[src/rtl/caxi4dma_fifo_pkg.sv]
// Shared constants and helpers for the AXI4 DMA RAM FIFO controller.
// RAM_DATA_W : width of every word stored in the descriptor/data RAM.
// rd_latency : RAM read latency for a given PIPELINED setting.
// skid_depth : output skid FIFO depth that absorbs every outstanding read.
package caxi4dma_fifo_pkg;

    localparam int unsigned RAM_DATA_W = 32;

    function automatic int unsigned rd_latency(input int unsigned pipelined);
        return 1 + pipelined;
    endfunction

    // One slot per read that can be in flight plus one for the word being consumed.
    function automatic int unsigned skid_depth(input int unsigned pipelined);
        return rd_latency(pipelined) + 1;
    endfunction

endpackage

[src/rtl/caxi4dma_skid_fifo.sv]
// Small register-based FIFO that re-times RAM read data onto the output stream.
// Entry 0 is always the head, so the head is a plain register.
// Ports:
//   clk_i, rst_i       clock and synchronous active-high reset
//   clear_i            synchronous clear of all entries (push ignored)
//   push_i/push_data_i write one word; caller guarantees no overrun
//   pop_i              drop the head; caller guarantees not empty
//   valid_o, head_o    registered non-empty flag and head word
//   cnt_o              number of stored words
module caxi4dma_skid_fifo #(
    parameter int unsigned DEPTH  = 3,
    parameter int unsigned DATA_W = 32,
    localparam int unsigned CNT_W = $clog2(DEPTH + 1)
) (
    input  logic              clk_i,
    input  logic              rst_i,
    input  logic              clear_i,
    input  logic              push_i,
    input  logic [DATA_W-1:0] push_data_i,
    input  logic              pop_i,
    output logic              valid_o,
    output logic [DATA_W-1:0] head_o,
    output logic [CNT_W-1:0]  cnt_o
);

    logic [DATA_W-1:0] mem_q [DEPTH];
    logic [DATA_W-1:0] mem_d [DEPTH];
    logic [CNT_W-1:0]  cnt_q, cnt_d, wr_idx;
    logic              valid_q, valid_d;

    always_comb begin
        mem_d  = mem_q;
        cnt_d  = cnt_q;
        // A simultaneous pop shifts everything down, so the free slot moves with it.
        wr_idx = pop_i ? cnt_q - CNT_W'(1) : cnt_q;
        if (pop_i) begin
            for (int i = 0; i < int'(DEPTH) - 1; i++) begin
                mem_d[i] = mem_q[i + 1];
            end
            mem_d[DEPTH - 1] = '0;
        end
        if (push_i) begin
            for (int i = 0; i < int'(DEPTH); i++) begin
                if (CNT_W'(i) == wr_idx) begin
                    mem_d[i] = push_data_i;
                end
            end
        end
        case ({push_i, pop_i})
            2'b10:   cnt_d = cnt_q + CNT_W'(1);
            2'b01:   cnt_d = cnt_q - CNT_W'(1);
            default: cnt_d = cnt_q;
        endcase
        if (clear_i) begin
            for (int i = 0; i < int'(DEPTH); i++) begin
                mem_d[i] = '0;
            end
            cnt_d = '0;
        end
        valid_d = (cnt_d != '0);
    end

    always_ff @(posedge clk_i) begin
        if (rst_i) begin
            for (int i = 0; i < int'(DEPTH); i++) begin
                mem_q[i] <= '0;
            end
            cnt_q   <= '0;
            valid_q <= 1'b0;
        end else begin
            mem_q   <= mem_d;
            cnt_q   <= cnt_d;
            valid_q <= valid_d;
        end
    end

    assign valid_o = valid_q;
    assign head_o  = mem_q[0];
    assign cnt_o   = cnt_q;

endmodule

[src/rtl/caxi4dma_ram_fifo_ctrl.sv]
// Streaming FIFO controller driving both ports of the DMA dual-port RAM.
// Input words are written to the RAM, read back with the RAM's fixed latency and
// re-timed through a skid FIFO onto the output stream.
// Ports:
//   CLOCK, RESET                  clock and synchronous active-high reset
//   flush                         synchronous clear of all contents
//   in_valid/in_data/in_ready     input stream
//   out_valid/out_data/out_ready  output stream (registered valid/data)
//   count                         words held in RAM + in flight + skid
//   ram_wr_*                      RAM write port (active-low enable)
//   ram_rd_*                      RAM read port
module caxi4dma_ram_fifo_ctrl
    import caxi4dma_fifo_pkg::*;
#(
    parameter int unsigned ADDR_WIDTH = 2,
    parameter int unsigned PIPELINED  = 1
) (
    input  logic                  CLOCK,
    input  logic                  RESET,
    input  logic                  flush,
    input  logic                  in_valid,
    input  logic [RAM_DATA_W-1:0] in_data,
    output logic                  in_ready,
    output logic                  out_valid,
    output logic [RAM_DATA_W-1:0] out_data,
    input  logic                  out_ready,
    output logic [ADDR_WIDTH+1:0] count,
    output logic                  ram_wr_en_n,
    output logic [ADDR_WIDTH-1:0] ram_wr_addr,
    output logic [RAM_DATA_W-1:0] ram_wr_data,
    output logic                  ram_rd_en,
    output logic [ADDR_WIDTH-1:0] ram_rd_addr,
    input  logic [RAM_DATA_W-1:0] ram_rd_data
);

    localparam int unsigned DEPTH      = 1 << ADDR_WIDTH;
    localparam int unsigned RD_LAT     = rd_latency(PIPELINED);
    localparam int unsigned SKID_DEPTH = skid_depth(PIPELINED);
    localparam int unsigned SKID_CNT_W = $clog2(SKID_DEPTH + 1);
    localparam int unsigned OCC_W      = SKID_CNT_W + 1;
    localparam logic [ADDR_WIDTH:0] RAM_FULL = (ADDR_WIDTH + 1)'(DEPTH);

    logic [ADDR_WIDTH-1:0] wr_ptr_q, wr_ptr_d, rd_ptr_q, rd_ptr_d;
    logic [ADDR_WIDTH:0]   ram_cnt_q, ram_cnt_d;
    logic [RD_LAT-1:0]     infl_q, infl_d;
    logic [ADDR_WIDTH+1:0] count_q, count_d;
    logic [SKID_CNT_W-1:0] skid_cnt;
    logic [OCC_W-1:0]      infl_cnt, occ_now, occ_limit;
    logic                  wr_fire, pop;

    assign in_ready    = (ram_cnt_q != RAM_FULL) & ~RESET & ~flush;
    assign wr_fire     = in_valid & in_ready;
    assign pop         = out_valid & out_ready;
    assign ram_wr_en_n = ~wr_fire;
    assign ram_wr_addr = wr_ptr_q;
    assign ram_wr_data = in_data;
    assign ram_rd_addr = rd_ptr_q;
    assign count       = count_q;

    // Issue a read only if its data is guaranteed a skid slot on return, counting
    // the slot freed by a pop this cycle.
    always_comb begin
        infl_cnt = '0;
        for (int i = 0; i < int'(RD_LAT); i++) begin
            infl_cnt = infl_cnt + OCC_W'(infl_q[i]);
        end
        occ_now   = OCC_W'(skid_cnt) + infl_cnt;
        occ_limit = OCC_W'(SKID_DEPTH) + OCC_W'(pop);
        ram_rd_en = (ram_cnt_q != '0) && (occ_now < occ_limit);
    end

    always_comb begin
        wr_ptr_d = wr_ptr_q + ADDR_WIDTH'(wr_fire);
        rd_ptr_d = rd_ptr_q + ADDR_WIDTH'(ram_rd_en);
        case ({wr_fire, ram_rd_en})
            2'b10:   ram_cnt_d = ram_cnt_q + (ADDR_WIDTH + 1)'(1);
            2'b01:   ram_cnt_d = ram_cnt_q - (ADDR_WIDTH + 1)'(1);
            default: ram_cnt_d = ram_cnt_q;
        endcase
        // Words move RAM -> flight -> skid without changing the total held.
        case ({wr_fire, pop})
            2'b10:   count_d = count_q + (ADDR_WIDTH + 2)'(1);
            2'b01:   count_d = count_q - (ADDR_WIDTH + 2)'(1);
            default: count_d = count_q;
        endcase
        infl_d    = '0;
        infl_d[0] = ram_rd_en;
        for (int i = 1; i < int'(RD_LAT); i++) begin
            infl_d[i] = infl_q[i - 1];
        end
        // Clearing the in-flight tags makes late RAM returns fall on the floor.
        if (flush) begin
            wr_ptr_d  = '0;
            rd_ptr_d  = '0;
            ram_cnt_d = '0;
            count_d   = '0;
            infl_d    = '0;
        end
    end

    always_ff @(posedge CLOCK) begin
        if (RESET) begin
            wr_ptr_q  <= '0;
            rd_ptr_q  <= '0;
            ram_cnt_q <= '0;
            count_q   <= '0;
            infl_q    <= '0;
        end else begin
            wr_ptr_q  <= wr_ptr_d;
            rd_ptr_q  <= rd_ptr_d;
            ram_cnt_q <= ram_cnt_d;
            count_q   <= count_d;
            infl_q    <= infl_d;
        end
    end

    caxi4dma_skid_fifo #(
        .DEPTH  (SKID_DEPTH),
        .DATA_W (RAM_DATA_W)
    ) u_skid (
        .clk_i       (CLOCK),
        .rst_i       (RESET),
        .clear_i     (flush),
        .push_i      (infl_q[RD_LAT-1]),
        .push_data_i (ram_rd_data),
        .pop_i       (pop),
        .valid_o     (out_valid),
        .head_o      (out_data),
        .cnt_o       (skid_cnt)
    );

endmodule
[config.mk]
export PLATFORM = sky130hd
export DESIGN_NAME = caxi4dma_ram_fifo_ctrl
export DESIGN_NICKNAME = d
export VERILOG_FILES = /design/src/rtl/caxi4dma_fifo_pkg.sv /design/src/rtl/caxi4dma_skid_fifo.sv /design/src/rtl/caxi4dma_ram_fifo_ctrl.sv
export SDC_FILE = /design/constraint.sdc
export NUM_CORES = 1
export LEC_CHECK = 0
export ABC_AREA = 1
export CAP_MARGIN = 20
export CORE_UTILIZATION = 51
export DETAILED_ROUTE_END_ITERATION = 6
export MAX_ROUTING_LAYER = met4
export PLACE_DENSITY = 0.83
export SLEW_MARGIN = 15
export SYNTH_ARGS = -nofsm -noshare
export SYNTH_HDL_FRONTEND = slang
export SYNTH_SLANG_ARGS = --single-unit
[constraint.sdc]
create_clock -name CLOCK -period 3.7 [get_ports CLOCK]
set_input_delay 0.925 -clock CLOCK [delete_from_list [all_inputs] [get_ports CLOCK]]
set_output_delay 0.925 -clock CLOCK [all_outputs]
set_load 0.05 [all_outputs]
# Word-level counts from Yosys, hierarchy flattened
# Index checks and enable logic that the tools add are counted.
word_totals:
  regBits: 112
  inputBits: 69
classes:
  bitwise_logic: 7
  add_sub_neg: 11
  order_cmp: 1
  mux: 10
  eq_ne: 9
  reduce_logical: 7
op_table:
  columns: ["op", "n"]
  rows:
  - ["$mux 96", 2]
  - ["$mux 32", 3]
  - ["$pmux 4 s2", 1]
  - ["$eq 2x1->1 const B", 3]
  - ["$eq 2x2->1 const B", 3]
  - ["$pmux 3 s2", 1]
  - ["$reduce_bool 2->1", 3]
  - ["$add 2x1->2", 2]
  - ["$add 4x1->4 const B", 1]
  - ["$and 1x1->1", 4]
  - ["$mux 2", 2]
  - ["$pmux 2 s2", 1]
  - ["$sub 4x1->4 const B", 1]
  - ["$add 2x1->3 const A", 1]
  - ["$add 2x2->3", 1]
  - ["$add 3x1->3 const B", 1]
  - ["$lt 3x3->1", 1]
  - ["$ne 3x3->1 const B", 1]
  - ["$not 1->1", 3]
  - ["$reduce_bool 3->1", 1]
  - ["$sub 3x1->3 const B", 1]
  - ["$add 1x1->2", 1]
  - ["$add 2x1->2 const B", 1]
  - ["$eq 1x2->1 const A", 1]
  - ["other kinds (5)", 5]

# Depth between registers and ports, before layout
logic_depth:
  ltp_word: 6
  mapped_depth: 17
  depth_no_buf: 15

# Hierarchy
# From an unflattened synthesis, not the netlist that was laid out.
unflattened:
  hier_cells: 848
  hier_area_um2: 5819.3
modules_own_cells:
  columns: ["module", "seq_area_each_um2", "instances", "area_each_um2", "cells_each"]
  rows:
  - ["caxi4dma_skid_fifo", 1981.9, 1, 4785.8, 720]
  - ["caxi4dma_ram_fifo_ctrl", 260.2, 1, 1033.5, 128]

# Worst setup path after synthesis
# Ideal clock, no wire load.
synth_timing:
  path_type: "input -> register"
  startpoint: "in RESET"
  endpoint: "reg count_q[3] (netlist: count[3])"
  arrival_time_ns: 3.955
  setup_slack_ns: -0.325
  n_path_buf: 0
  cell_stages: 12
  path_cell_list: "nor2_2 inv_2 a21oi_1 nand2_1 ha_1 ha_1 or2_2 nand2_1 nand2_1 nand2_1 nand2_1 a21oi_1"
synth_via:
  elab_chain_len: 6
  elab_cells_between_ends: 9
synth_rtl:
  columns: ["element", "line_no", "source"]
  rows:
  - ["start, declared", "caxi4dma_ram_fifo_ctrl.sv:19", "input logic RESET,"]
  - ["$not 1->1 *", "caxi4dma_ram_fifo_ctrl.sv:51", "assign in_ready = (ram_cnt_q != RAM_FULL) & ~RESET & ~flush;"]
  - ["$and 1x1->1 * (2 in a row)", "caxi4dma_ram_fifo_ctrl.sv:51", null]
  - ["via in_ready", "caxi4dma_ram_fifo_ctrl.sv:23", "output logic in_ready,"]
  - ["$and 1x1->1 *", "caxi4dma_ram_fifo_ctrl.sv:52", "assign wr_fire = in_valid & in_ready;"]
  - ["$eq 2x1->1 / $eq 2x2->1 (equally long branches)", "caxi4dma_ram_fifo_ctrl.sv:81", "case ({wr_fire, pop})"]
  - ["$pmux 4 s2 / $reduce_bool 2->1 (equally long branches)", null, null]
  - ["end signal, assigned", "caxi4dma_ram_fifo_ctrl.sv:112", "count_q <= count_d;"]
  - ["end, declared", "caxi4dma_ram_fifo_ctrl.sv:46", "logic [ADDR_WIDTH+1:0] count_q, count_d;"]
# Mark *: on every way through the listed nets, which the timed path passes. The rest lies on a longest branch.
# A chain may end at the register's enable or synchronous reset.

# Worst setup path after layout
layout_timing:
  startpoint: "reg u_skid.cnt_q[0] (netlist: u_skid.cnt_o[0])"
  endpoint: "out ram_rd_en"
layout_via:
  elab_chain_len: 3
layout_rtl:
  columns: ["element", "line_no", "source"]
  rows:
  - ["start, declared", "caxi4dma_skid_fifo.sv:28", "logic [CNT_W-1:0] cnt_q, cnt_d, wr_idx;"]
  - ["start signal, assigned", "caxi4dma_skid_fifo.sv:72", "cnt_q <= cnt_d;"]
  - ["$add 2x2->3", "caxi4dma_ram_fifo_ctrl.sv:67", "occ_now = OCC_W'(skid_cnt) + infl_cnt;"]
  - ["$lt 3x3->1", "caxi4dma_ram_fifo_ctrl.sv:69", "ram_rd_en = (ram_cnt_q != '0) && (occ_now < occ_limit);"]
  - ["$logic_and 1x1->1", "caxi4dma_ram_fifo_ctrl.sv:69", null]
  - ["end, declared", "caxi4dma_ram_fifo_ctrl.sv:31", "output logic ram_rd_en,"]
# Every way passes these cells.

==> reports/qor.yml <==
cts.sinks: 112
synth_top_area_share_pct: 35.22
end_kind: "output pin"
hold_class: "flip-flop to flip-flop"
synthArstFlopShare_pct: 0
setup_tns_ns: 0
holdPathEnd: "infl_q[1]$_SDFF_PP0_"
drcViolationCount: 0
initial_core_util_pct: 52.56
fillers: 1163
drt_iter0_drc: 340
ys_top_cells_by_area: "dfxtp_1 (35%), nand2_1 (19%), nor2_1 (10%)"
cp_data_required_time_ns: 2.77
ys_ff_latch: 112
wl_per_cell_um: 10.73
rows: 40
nets: 1078
ant_nets: 0
rsz0062_at_grt: "false"
hold_depth: 2
start_kind: "flip-flop"
routed_wl_um: 12510
root_buffer: "clkbuf_16"
diodes: 0
power.density_nw_per_um2: 335.8
cp_top_family: "adder cells"
grt_pass1_vias: 4733
die_y_um: 113.7
ys_warn_count: 0
synth_nets: 1095
seq_area_frac_synth_pct: 35.22
coreArea_um2: 12110
ff2ff_setup_slack_ns: 0.52
gp_congestion: 0.7869
antenna_found_initial: 0
netlist_instances: 1012
postCtsSetupBuffers: 0
cts_buffer_depth: 2
netlist_area_um2: 6366
drive_gt1_share_pct: 4.108
hold_violations: 0
grt_util_all_layers_pct: 20.87
max_slew_margin_pct: 49.29
htree_levels: 3
fin_crit_sh_pct: 92.78
crit_path_max_fanout: 5
cp_data_arrival_time_ns: 2.51
ios: 145
die-area_um2: 12930
maxSlewViolCount: 0
ir_drop_uv: 182.0
overflow: 0
cts_tree: "built"
crit_chain: "inv_2 -> fa_1 -> inv_1 -> ha_1 -> ha_1 -> a21boi_0 -> o21ai_0 -> nand2_1 -> inv_1 -> buf_12"
slowest_stage: "dfxtp_1"
worst-path-buf-inv: 4
worstMarginPinSlew_ns: 0.7607
dpl.hpwl_um: 7723
cts.clk_slew.worst_paths_ns: 0.07
fmax_ghz: 0.2913
die_w_um: 113.7
crit_path_max_incr_delay_ns: 0.43
grt_pass1_wl_um: 21220
r2r-end: "ram_cnt_q[2]$_SDFFE_PP0P_"
placedInstanceArea_um2: 6711
power_leakage_nw: 3.363
vias: 5375
finClkSkew_ns: 0.005442
cts_buffers: 9
port_buffers: 80
area_growth_pct: 9.709
hold_buffers: 0
maxCapViolCount: 0
worstHoldStart: "infl_q[0]$_SDFF_PP0_"
grt_max_degree: 70
syn_avg_cell_area_um2: 6.291
yosys.area.top_type: "dfxtp_1"
r2r-start: "u_skid.cnt_o[0]$_SDFF_PP0_"
synthFlopType: "dfxtp_1"
vias_per_cell: 4.610
firstDrtPassIters: 5
period_minus_slack_ns: 3.433
final_area_um2: 6984
synth-edff-count: 0
synth.distinct_cells: 28
dp_slack_ns: 0.2278
layout_setup_ws_ns: 0.2672
power_mw: 2.345
worstSetupPathType: "flip-flop to output pin"
reg2reg_depth: 15
clock_latency_ns: 0.35
cts_resized: 0
setup_viol: 0
outcome: "completed"
[worst min-delay path, cell delays in order (launching register included)]
cell and delay, ns:
dfxtp_1 0.30, inv_1 0.08, nor2_1 0.06
[stage by stage]
stage	std cells	hold slack (ns)	util [%]
5_1_grt	1166	0.4993	57.67
4_1_cts	1166	0.4844	57.67
3_3_place_gp	1152	0.4602	55.41
2_1_floorplan	1012	0.4536	-
6_report	1166	0.4778	57.67
3_5_place_dp	1152	0.4741	55.41
[flip-flops by register name, summed over array words and instances, names as in the netlist]
| name | cells |
|---|---|
| ram_rd_addr | 2 |
| ram_wr_addr | 2 |
| count | 4 |
| infl_q | 2 |
| u_skid.valid_o | 1 |
| ram_cnt_q | 3 |
| u_skid.head_o | 32 |
| u_skid.cnt_o | 2 |
| u_skid.mem_q | 64 |
[placed cells by master (no fill, tap or decap)]
cell and n:
a21boi_0 1, a21oi_1 7, a21oi_2 1, buf_12 3
buf_4 11, clkbuf_1 1, clkbuf_16 9, clkbuf_8 2
clkdlybuf4s50_1 77, clkinv_4 1, clkinvlp_4 1, dfxtp_1 110
dfxtp_2 2, fa_1 3, ha_1 11, inv_1 141
inv_2 3, nand2_1 330, nand2_2 1, nand2_4 1
nand3_1 3, nand3_2 1, nand3_4 2, nand3b_1 1
nand4_1 32, nor2_1 172, nor2_4 1, o21a_1 1
o21ai_0 63, o21ai_2 1, or2_2 1, xnor2_1 3
xor2_1 1
[synth_stat cells (2+ instances only)]
master and n:
nand3_4 2, clkbuf_1 18, buf_4 76, buf_2 19, buf_6 5, inv_2 2, o21ai_0 63, fa_1 3
nand2_1 330, inv_1 141, ha_1 11, nand3_1 3, xnor2_1 3, nor2_1 172, nand2_2 2, dfxtp_1 112
a21oi_1 8, nand4_1 32
[layer usage]
layer | up-vias | global-route usage [%] | wire length, um
met5 | - | - | 0
met4 | 0 | 8.070 | 183
met3 | 11 | 3.082 | 514
met2 | 103 | 34.55 | 5912
met1 | 2352 | 25.67 | 5903
li1 | 2909 | - | -
[cell type report]
| class | instances | area [um2] | area share, % |
|---|---|---|---|
| Sequential cell | 112 | 2245 | 32.14 |
| Timing Repair Buffer | 91 | 913.4 | 13.08 |
| Clock inverter | 2 | 16.27 | 0.2329 |
| Tap cell | 168 | 210.2 | 3.010 |
| Clock buffer | 12 | 256.5 | 3.673 |
| Inverter | 144 | 540.5 | 7.739 |
| Multi-Input combinational cell | 637 | 2803 | 40.13 |
[kinds of logic (layout without fill, tap and decap cells)]
kind of cell	after synthesis	in the layout	share of synthesized area [%]
flops	112	112	35.22
compound gates	74	74	5.955
fa+ha+maj	14	14	3.105
buf+inv	263	249	20.97
simple gates	545	545	34.20
xor+xnor	4	4	0.5504
[worst max-delay path by stage]
stage / from / end / slack [ns] / cells after the start
after floorplan: RESET / count[3]$_SDFFE_PP0P_ / 0.16 / 12
after global placement: out_ready / ram_rd_en / 0.35 / 9
after detailed placement: out_ready / ram_cnt_q[2]$_SDFFE_PP0P_ / 0.23 / 14
after CTS: u_skid.cnt_o[0]$_SDFF_PP0_ / ram_rd_en / 0.24 / 10
after global routing: u_skid.cnt_o[0]$_SDFF_PP0_ / ram_rd_en / 0.09 / 10
final: u_skid.cnt_o[0]$_SDFF_PP0_ / ram_rd_en / 0.27 / 10
[power breakdown]
part | leakage (nW) | switching [mW] | internal [mW]
Sequential | 0.903 | 0.00631 | 1.21
Clock | 0.131 | 0.429 | 0.488
Combinational | 2.33 | 0.126 | 0.0821
(Power assumes the default switching activity.)
